`src/rtl/mem_arbiter_if.sv`:
```
// Request/response bundle linking the fetch and load/store requesters, the arbiter
// and the byte-serial MemoryController.
interface mem_arbiter_if #(
  parameter int unsigned ADDR_W = 32
);
  logic              i_req;
  logic [ADDR_W-1:0] i_addr;
  logic              i_flush;
  logic              i_done;
  logic [31:0]       i_data;
  logic              d_req;
  logic              d_wr;
  logic [2:0]        d_len;
  logic [ADDR_W-1:0] d_addr;
  logic [31:0]       d_wdata;
  logic              d_done;
  logic [31:0]       d_data;
  logic              mc_start;
  logic              mc_wr;
  logic [2:0]        mc_len;
  logic [ADDR_W-1:0] mc_addr;
  logic [31:0]       mc_wdata;
  logic              mc_done;
  logic [31:0]       mc_rdata;

  // Arbiter view
  modport slave (
    input  i_req, i_addr, i_flush, d_req, d_wr, d_len, d_addr, d_wdata, mc_done, mc_rdata,
    output i_done, i_data, d_done, d_data, mc_start, mc_wr, mc_len, mc_addr, mc_wdata
  );

  // Requester and MemoryController view
  modport master (
    output i_req, i_addr, i_flush, d_req, d_wr, d_len, d_addr, d_wdata, mc_done, mc_rdata,
    input  i_done, i_data, d_done, d_data, mc_start, mc_wr, mc_len, mc_addr, mc_wdata
  );
endinterface

```
`src/rtl/mem_arbiter.sv`:
```
// Shares one byte-serial MemoryController between instruction fetches and data
// loads/stores, one transaction at a time, with flush cancellation of fetches.
module mem_arbiter #(
  parameter int unsigned ADDR_W = 32,
  parameter bit          FAIR   = 1'b1
) (
  input  logic         clk_in,
  input  logic         rst_in,
  input  logic         rdy_in,
  mem_arbiter_if.slave bus
);

  localparam int unsigned LEN_W     = 3;
  localparam logic [LEN_W-1:0] FETCH_LEN = LEN_W'(4);

  typedef enum logic [1:0] {IDLE, I_BUSY, D_BUSY, RESP} state_t;

  state_t            state;
  logic              last_grant_d;
  logic              killed;
  logic              mc_start_q;
  logic              mc_wr_q;
  logic [LEN_W-1:0]  mc_len_q;
  logic [ADDR_W-1:0] mc_addr_q;
  logic [31:0]       mc_wdata_q;
  logic              i_done_q;
  logic              d_done_q;
  logic [31:0]       i_data_q;
  logic [31:0]       d_data_q;

  logic i_cand;
  logic grant_d;
  logic grant_i;

  // A flushed fetch is not a candidate; on a tie FAIR alternates, otherwise data wins
  always_comb begin
    i_cand  = bus.i_req && !bus.i_flush;
    grant_d = bus.d_req && (!i_cand || !FAIR || !last_grant_d);
    grant_i = i_cand && !grant_d;
  end

  always_ff @(posedge clk_in or posedge rst_in) begin
    if (rst_in) begin
      state        <= IDLE;
      last_grant_d <= 1'b1;
      killed       <= 1'b0;
      mc_start_q   <= 1'b0;
      mc_wr_q      <= 1'b0;
      mc_len_q     <= '0;
      mc_addr_q    <= '0;
      mc_wdata_q   <= '0;
      i_done_q     <= 1'b0;
      d_done_q     <= 1'b0;
      i_data_q     <= '0;
      d_data_q     <= '0;
    end else if (rdy_in) begin
      mc_start_q <= 1'b0;
      case (state)
        IDLE: begin
          if (grant_d) begin
            mc_wr_q      <= bus.d_wr;
            mc_len_q     <= bus.d_len;
            mc_addr_q    <= bus.d_addr;
            mc_wdata_q   <= bus.d_wdata;
            mc_start_q   <= 1'b1;
            last_grant_d <= 1'b1;
            state        <= D_BUSY;
          end else if (grant_i) begin
            mc_wr_q      <= 1'b0;
            mc_len_q     <= FETCH_LEN;
            mc_addr_q    <= bus.i_addr;
            mc_wdata_q   <= '0;
            mc_start_q   <= 1'b1;
            last_grant_d <= 1'b0;
            state        <= I_BUSY;
          end
        end
        I_BUSY: begin
          // A flush seen at any point, even alongside mc_done, swallows the result
          if (bus.mc_done) begin
            if (killed || bus.i_flush) begin
              killed <= 1'b0;
              state  <= IDLE;
            end else begin
              i_data_q <= bus.mc_rdata;
              i_done_q <= 1'b1;
              state    <= RESP;
            end
          end else if (bus.i_flush) begin
            killed <= 1'b1;
          end
        end
        D_BUSY: begin
          if (bus.mc_done) begin
            if (!mc_wr_q) d_data_q <= bus.mc_rdata;
            d_done_q <= 1'b1;
            state    <= RESP;
          end
        end
        RESP: begin
          i_done_q <= 1'b0;
          d_done_q <= 1'b0;
          state    <= IDLE;
        end
        default: state <= IDLE;
      endcase
    end
  end

  // The start pulse stays pending across stalls so the MC sees it exactly once
  assign bus.mc_start = mc_start_q && rdy_in;
  assign bus.mc_wr    = mc_wr_q;
  assign bus.mc_len   = mc_len_q;
  assign bus.mc_addr  = mc_addr_q;
  assign bus.mc_wdata = mc_wdata_q;
  assign bus.i_done   = i_done_q;
  assign bus.i_data   = i_data_q;
  assign bus.d_done   = d_done_q;
  assign bus.d_data   = d_data_q;

endmodule

```
`src/flat_wrapper.sv`:
```
// flat-port wrapper written by rule: the top's interface ports become plain ports
module mem_arbiter_flat 
#(
  parameter int unsigned ADDR_W = 32,
  parameter bit          FAIR   = 1'b1
)
  (clk_in, rst_in, rdy_in, bus_i_req, bus_i_addr, bus_i_flush, bus_d_req, bus_d_wr, bus_d_len, bus_d_addr, bus_d_wdata, bus_mc_done, bus_mc_rdata, bus_i_done, bus_i_data, bus_d_done, bus_d_data, bus_mc_start, bus_mc_wr, bus_mc_len, bus_mc_addr, bus_mc_wdata);
  mem_arbiter_if #(.ADDR_W(ADDR_W)) bus_i ();
  input  logic clk_in;
  input  logic rst_in;
  input  logic rdy_in;
  input wire logic [$bits(bus_i.i_req)-1:0] bus_i_req;
  input wire logic [$bits(bus_i.i_addr)-1:0] bus_i_addr;
  input wire logic [$bits(bus_i.i_flush)-1:0] bus_i_flush;
  input wire logic [$bits(bus_i.d_req)-1:0] bus_d_req;
  input wire logic [$bits(bus_i.d_wr)-1:0] bus_d_wr;
  input wire logic [$bits(bus_i.d_len)-1:0] bus_d_len;
  input wire logic [$bits(bus_i.d_addr)-1:0] bus_d_addr;
  input wire logic [$bits(bus_i.d_wdata)-1:0] bus_d_wdata;
  input wire logic [$bits(bus_i.mc_done)-1:0] bus_mc_done;
  input wire logic [$bits(bus_i.mc_rdata)-1:0] bus_mc_rdata;
  output wire logic [$bits(bus_i.i_done)-1:0] bus_i_done;
  output wire logic [$bits(bus_i.i_data)-1:0] bus_i_data;
  output wire logic [$bits(bus_i.d_done)-1:0] bus_d_done;
  output wire logic [$bits(bus_i.d_data)-1:0] bus_d_data;
  output wire logic [$bits(bus_i.mc_start)-1:0] bus_mc_start;
  output wire logic [$bits(bus_i.mc_wr)-1:0] bus_mc_wr;
  output wire logic [$bits(bus_i.mc_len)-1:0] bus_mc_len;
  output wire logic [$bits(bus_i.mc_addr)-1:0] bus_mc_addr;
  output wire logic [$bits(bus_i.mc_wdata)-1:0] bus_mc_wdata;
  assign bus_i.i_req = bus_i_req;
  assign bus_i.i_addr = bus_i_addr;
  assign bus_i.i_flush = bus_i_flush;
  assign bus_i.d_req = bus_d_req;
  assign bus_i.d_wr = bus_d_wr;
  assign bus_i.d_len = bus_d_len;
  assign bus_i.d_addr = bus_d_addr;
  assign bus_i.d_wdata = bus_d_wdata;
  assign bus_i.mc_done = bus_mc_done;
  assign bus_i.mc_rdata = bus_mc_rdata;
  assign bus_i_done = bus_i.i_done;
  assign bus_i_data = bus_i.i_data;
  assign bus_d_done = bus_i.d_done;
  assign bus_d_data = bus_i.d_data;
  assign bus_mc_start = bus_i.mc_start;
  assign bus_mc_wr = bus_i.mc_wr;
  assign bus_mc_len = bus_i.mc_len;
  assign bus_mc_addr = bus_i.mc_addr;
  assign bus_mc_wdata = bus_i.mc_wdata;
  mem_arbiter #(.ADDR_W(ADDR_W), .FAIR(FAIR)) u_core (.clk_in(clk_in), .rst_in(rst_in), .rdy_in(rdy_in), .bus(bus_i));
endmodule
```
`config.mk`:
```
export PLATFORM = sky130hd
export DESIGN_NAME = mem_arbiter_flat
export DESIGN_NICKNAME = d
export VERILOG_FILES = /design/src/rtl/mem_arbiter_if.sv /design/src/rtl/mem_arbiter.sv /design/src/flat_wrapper.sv
export SDC_FILE = /design/constraint.sdc
export NUM_CORES = 1
export LEC_CHECK = 0
export CORE_ASPECT_RATIO = 1.5
export CORE_MARGIN = 8
export CORE_UTILIZATION = 40
export DETAILED_ROUTE_END_ITERATION = 12
export HOLD_SLACK_MARGIN = 0.06
export PLACE_DENSITY = 0.86
export SYNTH_ARGS = -nofsm -noshare
export SYNTH_HDL_FRONTEND = slang
export SYNTH_SLANG_ARGS = --single-unit
```
`constraint.sdc`:
```
create_clock -name clk_in -period 7.35 [get_ports clk_in]
set_input_delay 2.205 -clock clk_in [delete_from_list [all_inputs] [get_ports clk_in]]
set_output_delay 2.205 -clock clk_in [all_outputs]
set_load 0.005 [all_outputs]
```
## Word-level counts from Yosys, hierarchy flattened

Cells that the tools add are included.

- Equality and inequality tests: 8
- Mux-type cells: 26
- Bitwise operators: 2
- Reduce and logical (&&, ||, !) cells: 22

Operators with widths:

| cell | number |
|---|---|
| 2-to-1 mux 32 bit | 4 |
| AND reduction 4 bit | 5 |
| 2-to-1 mux 1 bit | 12 |
| 2-to-1 mux 2 bit | 5 |
| one-hot mux 2 bit (4 select lines) | 1 |
| nonzero test 2 bit | 4 |
| 2-to-1 mux 3 bit | 2 |
| != test 2 bit, second input constant | 3 |
| AND reduction 3 bit | 2 |
| equality test 2 bit, second input constant | 2 |
| logical AND 1 bit | 4 |
| zero test 1 bit | 4 |
| one-hot mux 1 bit (2 select lines) | 2 |
| != test 3 x 1 -> 1 bit, second input constant | 1 |
| equality test 2 x 1 -> 1 bit, second input constant | 1 |
| zero test 2 bit | 1 |
| logical OR 1 bit | 2 |
| != test 2 x 1 -> 1 bit, second input constant | 1 |
| NOT 1 bit | 2 |

- Flip-flop bits (word level): 139
- Logic and storage cells: 70

## Longest topological paths before layout

Gate-level depths: netlist of run 1.

- Word-level depth: 10
- Mapped depth: 7
- Depth with buffers taken out: 4

## Worst setup path after synthesis of run 1

Ideal clock, no wire load.

- Path kind: input port to output port
- Start point: in rdy_in
- End point: out bus_mc_start
- Arrival: 2.330 ns
- Required time: 5.145 ns
- Path slack: 2.815 ns
- Stages on the path: 1
- Path buffers: 0
- Cell sequence: and2_1

- Word-level cells in the longest chain between the ends: 1

Ends and longest elaborated chain:

| element | line | RTL |
|---|---|---|
| start: declaration | flat_wrapper.sv:11 | `input logic rdy_in;` |
| logical AND 1 bit | mem_arbiter.sv:111 | `assign bus.mc_start = mc_start_q && rdy_in;` |
| end: declaration | flat_wrapper.sv:26 | `output wire logic [$bits(bus_i.mc_start)-1:0] bus_mc_start;` |

Every way passes these cells.

## Final worst setup path of run 1

Ends and elaborated chain as after synthesis.

==> impl_results.rst, run 1 <==
.. list-table::
   :header-rows: 1

   * - Metric
     - Value
   * - # DRC
     - 0
   * - Total of cells resized after clock tree synthesis
     - 0
   * - Most used DFF post-synth
     - sky130_fd_sc_hd__dfrtp_1
   * - Vias in the first global route
     - between 4,000 and 5,000
   * - Initial DRC count
     - 168
   * - Congestion Overflow GR
     - 0
   * - Path category of the worst min-delay check
     - reg -> reg
   * - Number of filler instances in the final layout
     - 1,049
   * - Pins over their slew limit
     - 0
   * - TritonCTS sink count
     - between 100 and 150
   * - Depth of the most critical reg-to-reg path
     - 5
   * - Endpoint required time on the critical path
     - 5140 ps
   * - Power per Cell Area
     - 401.3 nW/um^2
   * - Total leakage power
     - between 0.003 and 0.004 uW
   * - Number of hold-slack violations in the final timing report
     - 0
   * - Remaining number of nets flagged by the antenna check after routing
     - 0
   * - Area grow syn2layout
     - 60.18%
   * - Number of buffers inserted for hold repair after clock tree synthesis
     - 0
   * - Ordered cell list for the critical path
     - clkdlybuf4s50_1, and2_1, clkdlybuf4s50_1
   * - Vias per inst
     - 4.999
   * - Type of element launching the critical path
     - primary input
   * - Post-Place Setup Slack
     - 1586 ps
   * - Hold path startpoint
     - u_core.bus.mc_addr[7]
   * - Die Footprint
     - about 18,000 sq um
   * - WL final
     - 16,550 um
   * - Shortest clock period the worst path allows after layout
     - a little under 6000 ps
   * - Transition at the pin with the smallest max-transition slack
     - 1058 ps
   * - Combined global-route utilization of all metal layers
     - 0.1826
   * - Clock latency reported for the late side of the worst-skew pair
     - 410 ps
   * - CP Buf/Inv Count
     - 2
   * - Number of antenna violations at the first check in global routing
     - 0
   * - Most repeated library cell on the critical path
     - sky130_fd_sc_hd__clkdlybuf4s50_1
   * - Worst Setup Path Type
     - in -> out
   * - Critical Path Stages
     - 3
   * - Detailed placement HPWL
     - about 13,000 um
   * - Area leader, netlist
     - sky130_fd_sc_hd__dfrtp_1
   * - Post-CTS setup buffers
     - 0
   * - Launch point of the worst reg-to-reg path
     - u_core.state[1]
   * - Result of the run
     - completed
   * - Flop and latch count out of synthesis
     - 139
   * - Netlist area before placement
     - 5615 sq um
   * - Mean post-synth cell area
     - around 14 sq um
   * - Core region area
     - 13,860 sq um
   * - Clock-pin transition on the worst setup and hold timing paths
     - 60 ps
   * - Fraction of the cycle the final worst path needs
     - 0.7862
   * - Routed length per placed instance
     - 19.65 um
   * - Number of warnings issued by yosys
     - 0
   * - Placement Cell Area
     - 8411 sq um
   * - Slew headroom
     - 0.2924
   * - Max Root-Sink Buffers
     - 2
   * - Cell area after layout
     - 8995 sq um
   * - Number of H-tree branching levels
     - 4
   * - Effective utilization at floorplan
     - 0.4052
   * - Number of buffers created by CTS
     - 17
   * - Die X-Extent
     - 112.7 um
   * - Accumulated negative setup slack
     - 0 ps
   * - Biggest area contributors in the synthesized netlist
     - sky130_fd_sc_hd__dfrtp_1 61%, sky130_fd_sc_hd__mux2_4 7.8%, sky130_fd_sc_hd__mux2_2 7.0%
   * - Largest net degree at the start of global routing
     - 85
   * - Setup slack of the critical path after layout
     - about 1600 ps
   * - First-pass iteration count of the detailed router
     - 4
   * - Post-layout nets
     - roughly 800
   * - Number of maximum-capacitance constraint violations
     - 0
   * - Nature of the critical path endpoint
     - output pin
   * - Antenna Cells
     - 0
   * - Vertical die dimension
     - 161.1 um
   * - FFs w/ async S/R, synth
     - 1.000
   * - Worst-path fanout max
     - 9
   * - Clock Tree Root
     - sky130_fd_sc_hd__clkbuf_16
   * - Share of Yosys cell area claimed by the top area cell type
     - 0.6150
   * - Share of post-route cells with drive strength above 1
     - 0.1566
   * - Syn_nets
     - around 530
   * - CP max stage delay
     - 680 ps
   * - Critical-path top delay cell
     - sky130_fd_sc_hd__clkdlybuf4s50_1
   * - Cell count after synthesis
     - 394
   * - RePlAce Congestion
     - 0.7932
   * - Vias
     - about 4,200
   * - I/O pin total
     - approximately 270
   * - TritonCTS clock tree
     - done
   * - Destination of the worst register-to-register timing path
     - u_core.bus.mc_wdata[26]
   * - Worst path top cell family by delay
     - buffers and inverters
   * - Hold path depth
     - 2
   * - Number of enable flip-flop cells after synthesis
     - 0
   * - R2R Setup Slk
     - 4930 ps
   * - IO buf count
     - 273
   * - Sequential cell area fraction in the yosys report
     - 0.6197
   * - Hold path endpoint
     - u_core.bus.mc_addr[7]
   * - Achievable clock frequency
     - 0.1730 GHz
   * - # rows
     - 53
   * - Setup repair after global routing missed its margin
     - false
   * - Global-route wire length before repair
     - 25,990 um
   * - Synth unique cells
     - 31
   * - # setup viols final
     - 0
   * - Data arrival, critical path
     - 3570 ps
   * - Worst IR drop on VDD
     - 0.0001575 V
   * - Setup skew after layout
     - 14.49 ps
## layout by cell type (no fill, tap or decap), types with 2 or more instances in the layout
cell type                         count
sky130_fd_sc_hd__buf_4                3
sky130_fd_sc_hd__clkbuf_16           17
sky130_fd_sc_hd__mux2_4              29
sky130_fd_sc_hd__clkdlybuf4s50_1    273
sky130_fd_sc_hd__clkinvlp_4           2
sky130_fd_sc_hd__a22o_1              35
sky130_fd_sc_hd__a21oi_1              5
sky130_fd_sc_hd__nor2_1               3
sky130_fd_sc_hd__and2_1               2
sky130_fd_sc_hd__mux2_2              35
sky130_fd_sc_hd__a21o_1               2
sky130_fd_sc_hd__clkinv_4             3
sky130_fd_sc_hd__nand2b_1             3
sky130_fd_sc_hd__nand2_1             33
sky130_fd_sc_hd__o21ai_0             35
sky130_fd_sc_hd__mux2i_1             32
sky130_fd_sc_hd__inv_6                6
sky130_fd_sc_hd__dfrtp_1            138
sky130_fd_sc_hd__clkbuf_8             2
sky130_fd_sc_hd__a31oi_1              4
## worst max-delay path by stage
stage / startpoint / to / slack [ps]
2_1_floorplan: rst_in / u_core.bus.d_data[0] / 1420
3_3_place_gp: rdy_in / bus_mc_start / 1620
3_5_place_dp: rdy_in / bus_mc_start / 1590
4_1_cts: rdy_in / bus_mc_start / 1580
5_1_grt: rdy_in / bus_mc_start / 1540
6_report: rdy_in / bus_mc_start / 1570
## power breakdown
part	switching [uW]	internal, uW
Sequential	223	1140
Clock	337	492
Combinational	453	968
## registers in the layout, indices dropped and copies added (netlist names)
register and count:
u_core.state 2, u_core.killed 1, u_core.mc_start_q 1, u_core.bus.i_data 32, u_core.bus.mc_addr 32, u_core.last_grant_d 1
u_core.bus.mc_wr 1, u_core.bus.d_done 1, u_core.bus.mc_len 3, u_core.bus.d_data 32, u_core.bus.i_done 1, u_core.bus.mc_wdata 32
## synthesized netlist by cell type (2+ instances only)
cell / n
sky130_fd_sc_hd__nand2b_1: 3
sky130_fd_sc_hd__mux2_2: 35
sky130_fd_sc_hd__buf_6: 2
sky130_fd_sc_hd__inv_1: 2
sky130_fd_sc_hd__a31oi_1: 4
sky130_fd_sc_hd__clkbuf_1: 5
sky130_fd_sc_hd__buf_4: 3
sky130_fd_sc_hd__nor2_1: 3
sky130_fd_sc_hd__dfrtp_1: 138
sky130_fd_sc_hd__a21o_1: 2
sky130_fd_sc_hd__a21oi_1: 5
sky130_fd_sc_hd__and2_1: 2
sky130_fd_sc_hd__o21ai_0: 35
sky130_fd_sc_hd__buf_12: 2
sky130_fd_sc_hd__mux2i_1: 32
sky130_fd_sc_hd__nand2_1: 33
sky130_fd_sc_hd__a22o_1: 35
sky130_fd_sc_hd__buf_2: 12
sky130_fd_sc_hd__mux2_4: 29
## area by class of cell
cell class,count,area [sq um],share of cell area
sequential,139,3480,0.3868
timing repair buffer,276,2755,0.3063
multi-input combinational,228,1957,0.2176
clock buffer,19,452.9,0.05035
tap,165,206.4,0.02295
clock inverter,13,131.4,0.01461
inverter,2,12.51,0.001391
## cells by family after synthesis
group / count (synthesis) / share of synthesized area
DFF: 139 / 0.6197
muxes: 96 / 0.2048
AOI/OAI and AO/OA: 83 / 0.1003
and+or+nand+nor: 49 / 0.04211
buffers and inverters: 27 / 0.03320
## per-stage QoR
stage          power (uW)  instances  hold slack, ps    util
3_5_place_dp         2809        810           469.1  0.6068
2_1_floorplan        1847        394           473.3       -
4_1_cts              3664        842           482.0  0.6490
5_1_grt              3819        842           506.0  0.6490
6_report             3609        842           478.4  0.6490
3_3_place_gp         2739        810           461.7  0.6068
## worst register-to-register path: cells and delay by family (launching register included)
kind	cells	cell delay, ps
AOI/OAI and AO/OA	2	470
buffers and inverters	1	400
DFF	1	480
and+or+nand+nor	2	990
## layer usage
metal	part of all wire	global-route usage	vias to the layer above	routed length, um
met2	0.51	0.3087	194	8383
li1	-	-	1952	-
met4	0.029	0.08071	0	475
met5	0	0	-	0
met3	0.092	0.07735	31	1518
met1	0.37	0.1941	2032	6171
Power figures use the tool's default switching activity.
==> run 2: changes to the inputs <==
CORE_UTILIZATION = 37   (was 40)
PLACE_DENSITY = 0.84   (was 0.86)
clock period = 4.75 ns   (was 7.35 ns; I/O delays follow)
==> run 2 against run 1 <==
  * Sequential share of layout area is 0.56 points lower
  * Worst setup slack got worse by 1000 ps
  * Final cell count is 4.3% higher
  * Count of clock-buffer cells in the layout is 1 lower
  * Sequential power up 54%
  * Utilization is 4.1 points lower
  * Clock skew fell by 5.7 ps
  * Via count is 0.17% lower
  * Critical path depth is the same
  * Design area grew 1.5%
  * Clock power grew 74%
  * Highest routed layer unchanged
==> impl_results.rst, run 2 (same netlist as run 1, synthesis figures left out) <==
.. list-table::
   :header-rows: 1

   * - Metric
     - Value
   * - Transition at the pin with the smallest max-transition slack
     - 896.4 ps (-161.2 ps)
   * - First-pass iteration count of the detailed router
     - 4 (unchanged)
   * - Detailed placement HPWL
     - 12,780 um (+2.1%)
   * - Congestion Overflow GR
     - 0 (unchanged)
   * - Launch point of the worst reg-to-reg path
     - u_core.state[1]
   * - Effective utilization at floorplan
     - 0.3743 (-0.03085)
   * - Area grow syn2layout
     - 62.52%
   * - IO buf count
     - 273 (unchanged)
   * - Worst IR drop on VDD
     - 0.0002881 V (+83%)
   * - Total of cells resized after clock tree synthesis
     - 0 (unchanged)
   * - Routed length per placed instance
     - 18.96 um (-3.5%)
   * - Number of buffers inserted for hold repair after clock tree synthesis
     - 0 (unchanged)
   * - Pins over their slew limit
     - 0 (unchanged)
   * - Number of antenna violations at the first check in global routing
     - 0 (unchanged)
   * - Global-route wire length before repair
     - 25,970 um (about the same)
   * - Accumulated negative setup slack
     - 0 ps (unchanged)
   * - Fraction of the cycle the final worst path needs
     - 0.8871
   * - Share of post-route cells with drive strength above 1
     - 0.1591 (+0.002484)
   * - Detailed-route wire length on metal 1
     - 6039 um (-2.1%)
   * - Core region area
     - 15,000 sq um (+8.2%)
   * - TritonCTS clock tree
     - done
   * - Number of maximum-capacitance constraint violations
     - 0 (unchanged)
   * - Achievable clock frequency
     - roughly 0.24 GHz
   * - RePlAce Congestion
     - 0.7746 (-2.3%)
   * - Number of buffers created by CTS
     - 17 (unchanged)
   * - Critical path endpoint
     - bus_mc_start
   * - Setup skew after layout
     - 8.818 ps (-5.673 ps)
   * - WL final
     - 16,640 um (+0.58%)
   * - Combined global-route utilization of all metal layers
     - 0.1733 (-0.009317)
   * - Placement Cell Area
     - 8479 sq um (+0.82%)
   * - Path category of the worst min-delay check
     - reg -> reg
   * - Number of hold-slack violations in the final timing report
     - 0 (unchanged)
   * - Depth of the most critical reg-to-reg path
     - 3 (-2)
   * - Setup repair after global routing missed its margin
     - false
   * - Number of filler instances in the final layout
     - 1,215 (+16%)
   * - I/O pin total
     - 274 (unchanged)
   * - Initial DRC count
     - 128 (-24%)
   * - # setup viols final
     - 0 (unchanged)
   * - Post-route insts no fill
     - 878 (+4.3%)
   * - Worst-path fanout max
     - 9 (unchanged)
   * - Destination of the worst register-to-register timing path
     - u_core.bus.i_data[30]
   * - Largest net degree at the start of global routing
     - 104 (+22%)
   * - Number of placed instances with taps included
     - 846 (+4.4%)
   * - Number of H-tree branching levels
     - 4 (unchanged)
   * - Launch point of the worst path
     - rdy_in
   * - Type of element launching the critical path
     - primary input
   * - Vias per inst
     - 4.786 (-4.3%)
   * - Worst Setup Path Type
     - in -> out
   * - Data arrival, critical path
     - 2790 ps (-780 ps)
   * - # rows
     - 55 (+3.8%)
   * - Remaining number of nets flagged by the antenna check after routing
     - 0 (unchanged)
   * - Total length of routed met3 wires
     - 1431 um (-5.7%)
   * - Clock latency reported for the late side of the worst-skew pair
     - 410 ps (about the same)
   * - Power per Cell Area
     - 628.3 nW/um^2 (+57%)
   * - Total leakage power
     - 0.004018 uW (+1.1%)
   * - Clock Tree Root
     - sky130_fd_sc_hd__clkbuf_16
   * - Result of the run
     - completed
   * - Endpoint required time on the critical path
     - 3320 ps (-1820 ps)
   * - Max Root-Sink Buffers
     - 2 (unchanged)
   * - Cell area after layout
     - 9126 sq um (+1.5%)
   * - Die Footprint
     - 19,460 sq um (+7.1%)
   * - Post-layout nets
     - 805 (+0.25%)
   * - Slew headroom
     - 0.4024 (+0.1100)
   * - Die X-Extent
     - 116.6 um (+3.4%)
   * - R2R Setup Slk
     - 2800 ps (-2130 ps)
   * - Antenna Cells
     - 0 (unchanged)
   * - Shortest clock period the worst path allows after layout
     - approximately 4200 ps
   * - Vias in the first global route
     - 4,758 (+0.15%)
   * - Most common cell after layout, fill and taps aside
     - sky130_fd_sc_hd__clkdlybuf4s50_1
   * - TritonCTS sink count
     - 139 (unchanged)
   * - Vertical die dimension
     - 166.9 um (+3.6%)
   * - Met2 WL post-DR
     - 8725 um (+4.1%)
   * - Setup slack of the critical path after layout
     - 536.3 ps (-1035 ps)
   * - Nature of the critical path endpoint
     - output pin
   * - Most used cells in the layout excluding fill and tap cells
     - 273 x sky130_fd_sc_hd__clkdlybuf4s50_1, 138 x sky130_fd_sc_hd__dfrtp_1, 35 x sky130_fd_sc_hd__a22o_1, 35 x sky130_fd_sc_hd__o21ai_0, 35 x sky130_fd_sc_hd__mux2_2
   * - # DRC
     - 0 (unchanged)
   * - Top routing layer in use
     - met4
   * - Post-CTS setup buffers
     - 0 (unchanged)
   * - Post-Place Setup Slack
     - 531.5 ps (-1054 ps)
   * - Vias
     - 4,202 (-0.17%)
   * - Clock-pin transition on the worst setup and hold timing paths
     - 60 ps (about the same)
## run 2: cell count changes in the layout (fill, tap and decap cells not counted)
cell,delta
sky130_fd_sc_hd__clkbuf_8,-1
sky130_fd_sc_hd__inv_6,-2
sky130_fd_sc_hd__buf_4,+1
sky130_fd_sc_hd__clkinv_4,-1
sky130_fd_sc_hd__bufinv_16,+3
sky130_fd_sc_hd__buf_12,+1
sky130_fd_sc_hd__inv_8,+1
## run 2: per-stage QoR
stage | util | hold slack (ps) | power (uW)
after CTS | 0.6083 | 482.9 | 5825
after global routing | 0.6083 | 512.1 | 6058
after global placement | 0.5652 | 462.0 | 4246
after detailed placement | 0.5652 | 469.8 | 4347
final | 0.6083 | 477.4 | 5734
after floorplan | - | 473.3 | 2859
## run 2: layer usage
layer | vias up | GRT usage
met5 | - | 0
met4 | 0 | 0.07830
met3 | 28 | 0.05793
met2 | 185 | 0.3037
met1 | 2036 | 0.1810
li1 | 1953 | -
## run 2: where the power goes
| part | switching, uW | total (uW) | internal [uW] |
|---|---|---|---|
| clock network | 533 | 1440 | 908 |
| logic | 693 | 2190 | 1500 |
| registers | 344 | 2100 | 1760 |
## run 2: worst min path at each step
stage / startpoint / end / slack [ps] / depth (start not counted)
global placement: u_core.bus.mc_addr[27] / u_core.bus.mc_addr[27] / 460 / 2
CTS: u_core.bus.mc_addr[17] / u_core.bus.mc_addr[17] / 480 / 2
global route: u_core.bus.mc_addr[3] / u_core.bus.mc_addr[3] / 510 / 2
floorplan: u_core.bus.mc_addr[0] / u_core.bus.mc_addr[0] / 470 / 2
finish: u_core.bus.mc_addr[17] / u_core.bus.mc_addr[17] / 480 / 2
detailed placement: u_core.bus.mc_addr[17] / u_core.bus.mc_addr[17] / 470 / 2
## run 2: layout make-up
cell class | count | area, sq um | share of cell area
sequential | 139 | 3480 | 0.3813
timing repair buffer | 278 | 2783 | 0.3049
multi-input combinational | 228 | 1957 | 0.2144
clock buffer | 18 | 439.2 | 0.04812
tap | 199 | 249.0 | 0.02728
clock inverter | 14 | 207.7 | 0.02276
inverter | 2 | 11.26 | 0.001234
## run 2: critical path, cell delays in order
cell and delay, ps:
sky130_fd_sc_hd__clkdlybuf4s50_1 640, sky130_fd_sc_hd__and2_1 190, sky130_fd_sc_hd__clkdlybuf4s50_1 540
